==> config.mk <==
export PLATFORM = sky130hd
export DESIGN_NAME = mem_access
export DESIGN_NICKNAME = d
export VERILOG_FILES = /design/src/rtl/mem_access.sv
export SDC_FILE = /design/constraint.sdc
export NUM_CORES = 1
export LEC_CHECK = 0
export CAP_MARGIN = 20
export CORE_ASPECT_RATIO = 0.5
export CORE_MARGIN = 10
export CORE_UTILIZATION = 41
export CTS_BUF_LIST = sky130_fd_sc_hd__clkbuf_16
export CTS_CLUSTER_DIAMETER = 120
export DETAILED_ROUTE_END_ITERATION = 10
export PLACE_DENSITY = 0.88
export SETUP_SLACK_MARGIN = 0.05
export SYNTH_ARGS = -nofsm -noshare
export SYNTH_HDL_FRONTEND = slang
export SYNTH_SLANG_ARGS = --single-unit
export TNS_END_PERCENT = 5
==> constraint.sdc <==
create_clock -name clk -period 5 [get_ports clk]
set_clock_uncertainty 0.2 [all_clocks]
set_input_delay 1 -clock clk [delete_from_list [all_inputs] [get_ports clk]]
set_output_delay 1 -clock clk [all_outputs]
set_load 0.005 [all_outputs]
==> src/rtl/mem_access.sv <==
// Memory-access pipeline stage: runs a registered single-request data-bus cycle and stalls the pipeline until the bus acknowledges.
// Optional macro LLSC_EN turns on the LL/SC handshake; without it, LL and SC pass through as non-memory ops.
module mem_access (
  input  logic        clk,
  input  logic        rst,
  input  logic [4:0]  ex_waddr,
  input  logic        ex_we,
  input  logic [31:0] ex_wdata,
  input  logic        ex_whilo,
  input  logic [31:0] ex_hi,
  input  logic [31:0] ex_lo,
  input  logic [7:0]  ex_aluop,
  input  logic [31:0] ex_mem_addr,
  input  logic [31:0] ex_reg2,
  input  logic        LLbit_i,
  input  logic        wb_LLbit_we,
  input  logic        wb_LLbit_value,
  output logic [4:0]  mem_waddr,
  output logic        mem_we,
  output logic [31:0] mem_wdata,
  output logic        mem_whilo,
  output logic [31:0] mem_hi,
  output logic [31:0] mem_lo,
  output logic        mem_LLbit_we,
  output logic        mem_LLbit_value,
  output logic        stallreq,
  output logic        bus_req,
  output logic        bus_we,
  output logic [3:0]  bus_sel,
  output logic [31:0] bus_addr,
  output logic [31:0] bus_wdata,
  input  logic [31:0] bus_rdata,
  input  logic        bus_ack
);

  localparam logic [7:0] OpLb  = 8'b1110_0000;
  localparam logic [7:0] OpLbu = 8'b1110_0100;
  localparam logic [7:0] OpLh  = 8'b1110_0001;
  localparam logic [7:0] OpLhu = 8'b1110_0101;
  localparam logic [7:0] OpLw  = 8'b1110_0011;
  localparam logic [7:0] OpSb  = 8'b1110_1000;
  localparam logic [7:0] OpSh  = 8'b1110_1001;
  localparam logic [7:0] OpSw  = 8'b1110_1011;
  localparam logic [7:0] OpLl  = 8'b1111_0000;
  localparam logic [7:0] OpSc  = 8'b1111_1000;

  typedef enum logic [1:0] {StIdle, StBusy, StDone} state_e;

  state_e      state_q, state_d;
  logic [31:0] rdata_q;
  logic [7:0]  op_q;
  logic [1:0]  off_q;

  logic        llbit;
  logic        is_mem;
  logic        req_we;
  logic [3:0]  req_sel;
  logic [31:0] req_wdata;
  logic [7:0]  lane_byte;
  logic [15:0] lane_half;

  // WB stage may be writing LLbit this very cycle; its value wins.
  assign llbit = wb_LLbit_we ? wb_LLbit_value : LLbit_i;

  always_comb begin
    is_mem = 1'b0;
    case (ex_aluop)
      OpLb, OpLbu, OpLh, OpLhu, OpLw, OpSb, OpSh, OpSw: is_mem = 1'b1;
`ifdef LLSC_EN
      OpLl: is_mem = 1'b1;
      OpSc: is_mem = llbit;
`endif
      default: is_mem = 1'b0;
    endcase
  end

  // Big-endian lane select and store-data replication.
  always_comb begin
    req_we    = 1'b0;
    req_sel   = 4'b1111;
    req_wdata = ex_reg2;
    case (ex_aluop)
      OpLb, OpLbu: req_sel = 4'b1000 >> ex_mem_addr[1:0];
      OpLh, OpLhu: req_sel = ex_mem_addr[1] ? 4'b0011 : 4'b1100;
      OpSb: begin
        req_we    = 1'b1;
        req_sel   = 4'b1000 >> ex_mem_addr[1:0];
        req_wdata = {4{ex_reg2[7:0]}};
      end
      OpSh: begin
        req_we    = 1'b1;
        req_sel   = ex_mem_addr[1] ? 4'b0011 : 4'b1100;
        req_wdata = {2{ex_reg2[15:0]}};
      end
      OpSw, OpSc: req_we = 1'b1;
      default: ;
    endcase
  end

  always_comb begin
    state_d = state_q;
    unique case (state_q)
      StIdle:  if (is_mem) state_d = StBusy;
      StBusy:  if (bus_ack) state_d = StDone;
      StDone:  state_d = StIdle;
      default: state_d = StIdle;
    endcase
  end

  always_ff @(posedge clk) begin
    if (rst) begin
      state_q   <= StIdle;
      bus_req   <= 1'b0;
      bus_we    <= 1'b0;
      bus_sel   <= 4'b0000;
      bus_addr  <= 32'h0;
      bus_wdata <= 32'h0;
      rdata_q   <= 32'h0;
      op_q      <= 8'h0;
      off_q     <= 2'b00;
    end else begin
      state_q <= state_d;
      if (state_q == StIdle && is_mem) begin
        bus_req   <= 1'b1;
        bus_we    <= req_we;
        bus_sel   <= req_sel;
        bus_addr  <= {ex_mem_addr[31:2], 2'b00};
        bus_wdata <= req_wdata;
        op_q      <= ex_aluop;
        off_q     <= ex_mem_addr[1:0];
      end else if (state_q == StBusy && bus_ack) begin
        bus_req <= 1'b0;
        rdata_q <= bus_rdata;
      end
    end
  end

  always_comb begin
    lane_byte = rdata_q[7:0];
    unique case (off_q)
      2'd0: lane_byte = rdata_q[31:24];
      2'd1: lane_byte = rdata_q[23:16];
      2'd2: lane_byte = rdata_q[15:8];
      2'd3: lane_byte = rdata_q[7:0];
      default: ;
    endcase
  end

  assign lane_half = off_q[1] ? rdata_q[15:0] : rdata_q[31:16];

  always_comb begin
    stallreq        = 1'b0;
    mem_waddr       = ex_waddr;
    mem_we          = ex_we;
    mem_wdata       = ex_wdata;
    mem_whilo       = ex_whilo;
    mem_hi          = ex_hi;
    mem_lo          = ex_lo;
    mem_LLbit_we    = 1'b0;
    mem_LLbit_value = 1'b0;
    unique case (state_q)
      StIdle: begin
        if (is_mem) begin
          stallreq = 1'b1;
          mem_we   = 1'b0;
        end else if (ex_aluop == OpSc) begin
          // SC result: only a failed SC (llbit=0) reaches here when LL/SC is enabled.
          mem_wdata = {31'b0, llbit};
`ifndef LLSC_EN
          mem_we    = 1'b0;
`endif
        end else if (ex_aluop == OpLl) begin
`ifndef LLSC_EN
          mem_we = 1'b0;
`endif
        end
      end
      StBusy: begin
        stallreq = 1'b1;
        mem_we   = 1'b0;
      end
      StDone: begin
        case (op_q)
          OpLb:  mem_wdata = {{24{lane_byte[7]}}, lane_byte};
          OpLbu: mem_wdata = {24'b0, lane_byte};
          OpLh:  mem_wdata = {{16{lane_half[15]}}, lane_half};
          OpLhu: mem_wdata = {16'b0, lane_half};
          OpLw:  mem_wdata = rdata_q;
          OpSb, OpSh, OpSw: mem_we = 1'b0;
`ifdef LLSC_EN
          OpLl: begin
            mem_wdata       = rdata_q;
            mem_LLbit_we    = 1'b1;
            mem_LLbit_value = 1'b1;
          end
          OpSc: begin
            mem_wdata       = 32'h1;
            mem_LLbit_we    = 1'b1;
            mem_LLbit_value = 1'b0;
          end
`endif
          default: ;
        endcase
      end
      default: ;
    endcase
    if (rst) begin
      stallreq        = 1'b0;
      mem_waddr       = 5'd0;
      mem_we          = 1'b0;
      mem_wdata       = 32'h0;
      mem_whilo       = 1'b0;
      mem_hi          = 32'h0;
      mem_lo          = 32'h0;
      mem_LLbit_we    = 1'b0;
      mem_LLbit_value = 1'b0;
    end
  end

endmodule

==> results.yml <==
clock_network:
  cts_setup_buffers: 0
  cts_buffers: 9
  clockBufferDepth: 2
  cts_tree: "done"
  cts_htree_levels: 3
  clkSinkCount: 112
  holdBufCountCts: 0
  cts_resized: 0
  path_clk_slew_ns: 0.08
  clock_latency_ns: 0.34
  root_buffer: "clkbuf_16"
detailed_routing:
  routed_wl_um: 28500
  wl_per_cell_um: 21.0
  detail-route-antenna-nets: 0
  drc: 0
  vias: 7432
  viasPerCell: 5.46
  drt_first_pass_iters: 5
  first_iter_violations: 675
global_routing:
  first_global_vias: 7317
  antenna_found_initial: 0
  grt_first_pass_wirelength_um: 42400
  globalRouteTotalUtil: 0.254
  overflow: 0
  grt_max_degree: 127
cells_and_area:
  layout_common_cells: "clkdlybuf4s50_1, nand2_1, a21oi_1"
  layout_commonest_cell: "clkdlybuf4s50_1"
  area_delta_synth_final_pct: 67.0
  antenna_cells: 0
  layout-drive-gt1-share: 0.0387
  nets: 1372
placed_design:
  numPortBuffers: 384
  dp_worst_setup_slack_ns: 0.431
  hpwl_um: 22600
  place_congestion: 0.884
yosys:
  synth_cell_type_count: 56
  ys.flop_type: "dfxtp_1"
  ys_seq_elements: 112
  synth.area.top_cells: "dfxtp_1, nand2_1, a21oi_1"
  syn_avg_cell_area_um2: 7.55
  synth_top_area_frac: 0.359
  yosysSeqAreaShare: 0.359
  synth_warnings: 0
  yosysTopAreaCell: "dfxtp_1"
  synth_edf_count: 0
  async_reset_ff_frac: 0
  synthCells: 828
  synth_area_um2: 6250
floorplan:
  die_x_um: 195
  die_h_um: 107
  rows: 31
  core_um2: 14700
  die-area_um2: 20900
  start_util: 0.425
  io_pins: 389
setup_path:
  rr_worst_depth: 6
  critPathMaxFanout: 6
  crit_type: "input pin to output port"
  crit_start: "ex_aluop[1]"
  rrSetupSlack_ns: 2.47
  reg2reg_from: "state_q[0]$_SDFFE_PP0P_"
  required_ns: 3.80
  critPathCaptureType: "output port"
  cp-start-kind: "input pin"
  arrival_ns: 3.40
  r2r-end: "bus_wdata[9]$_SDFFE_PP0P_"
pwr:
  p_per_area_nw_per_um2: 199
  max-vdd-ir-drop_mv: 0.142
  p_total_uw: 2080
  leakagePower_uw: 0.00354
worst_hold_path:
  min-delay-start: "bus_addr[28]$_SDFFE_PP0P_"
  min_to: "bus_addr[28]$_SDFFE_PP0P_"
  hold_path_depth: 2
  hold_class: "flop to flop"
sta:
  finalSetupTns_ns: 0
  whs_ns: 0.254
  rsz0062_at_grt: "no"
  tightest_slew_ns: 1.09
  setup_viol: 0
  max_freq_mhz: 218
  period_needed_ns: 4.60
  fin_crit_sh: 0.919
  slew_viol_final: 0
  slew_headroom: 0.272
  hold_violations: 0
  final.setup.worst_slack_ns: 0.403
flow_run:
  maxCapViolations: 0
outcome:
  status: "completed"
## worst max-delay path by stage
stage | to | depth (start not counted)
finish | mem_wdata[0] | 7
global route | mem_wdata[0] | 7
CTS | mem_wdata[0] | 7
detailed placement | mem_wdata[0] | 7
global placement | mem_wdata[0] | 7
floorplan | mem_wdata[1] | 6
## through the flow
| step | area, µm² | cells | utilization |
|---|---|---|---|
| 2_1_floorplan | 6260 | 831 | - |
| 3_3_place_gp | 10100 | 1344 | 0.687 |
| 3_5_place_dp | 10100 | 1344 | 0.687 |
| 4_1_cts | 10400 | 1360 | 0.707 |
| 5_1_grt | 10400 | 1362 | 0.710 |
| 6_report | 10400 | 1362 | 0.710 |
## flip-flops by register name, indices dropped and copies added (netlist names)
register / flops
bus_wdata: 32
rdata_q: 32
bus_addr: 30
op_q: 8
bus_sel: 4
off_q: 2
state_q: 2
bus_req: 1
bus_we: 1
## power breakdown
group	switching (µW)	internal, µW
Sequential	12.1	904
Combinational	150	280
Clock	343	390
Total	505	1570
## routing by layer
| metal | part of all wire | vias to the layer above | track usage |
|---|---|---|---|
| li1 | - | 3518 | - |
| met1 | 0.35 | 3474 | 0.259 |
| met2 | 0.51 | 362 | 0.466 |
| met3 | 0.085 | 78 | 0.0765 |
| met4 | 0.049 | 0 | 0.134 |
| met5 | 0 | - | 0 |
## cells in the mapped netlist, types with 6 or more instances
library cell,n
nand2_1,200
a21oi_1,116
dfxtp_1,112
nor2b_1,76
nor2_1,46
clkbuf_1,43
mux2i_1,26
buf_2,22
o21ai_0,22
a22oi_1,17
nand3_1,17
a211oi_1,11
a311oi_1,9
nor3b_1,9
o211ai_1,9
a31oi_1,8
buf_4,8
inv_1,6
## critical path: stages
cell,delay (ns)
clkdlybuf4s50_1,0.51
nor4b_2,0.43
nand3_1,0.29
nor2_1,0.17
a2111oi_0,0.08
a2111oi_1,0.34
clkdlybuf4s50_1,0.58
## final cells by class
type | instances | area (µm²)
timing repair buffer | 394 | 3980
multi-input combinational | 636 | 3660
inverter | 6 | 22.5
sequential | 112 | 2240
clock buffer | 9 | 225
clock inverter | 7 | 68.8
fill | 1109 | 4260
tap | 198 | 248
## logic make-up after synthesis
group | Yosys count | share of synthesized area
flip-flops | 112 | 0.359
AO/OA/AOI/OAI | 222 | 0.223
buffers and inverters | 83 | 0.0602
multiplexers | 35 | 0.0770
other | 1 | 0.000600
AND/OR/NAND/NOR | 375 | 0.281
Note: power is estimated with default switching activity, not from simulation.
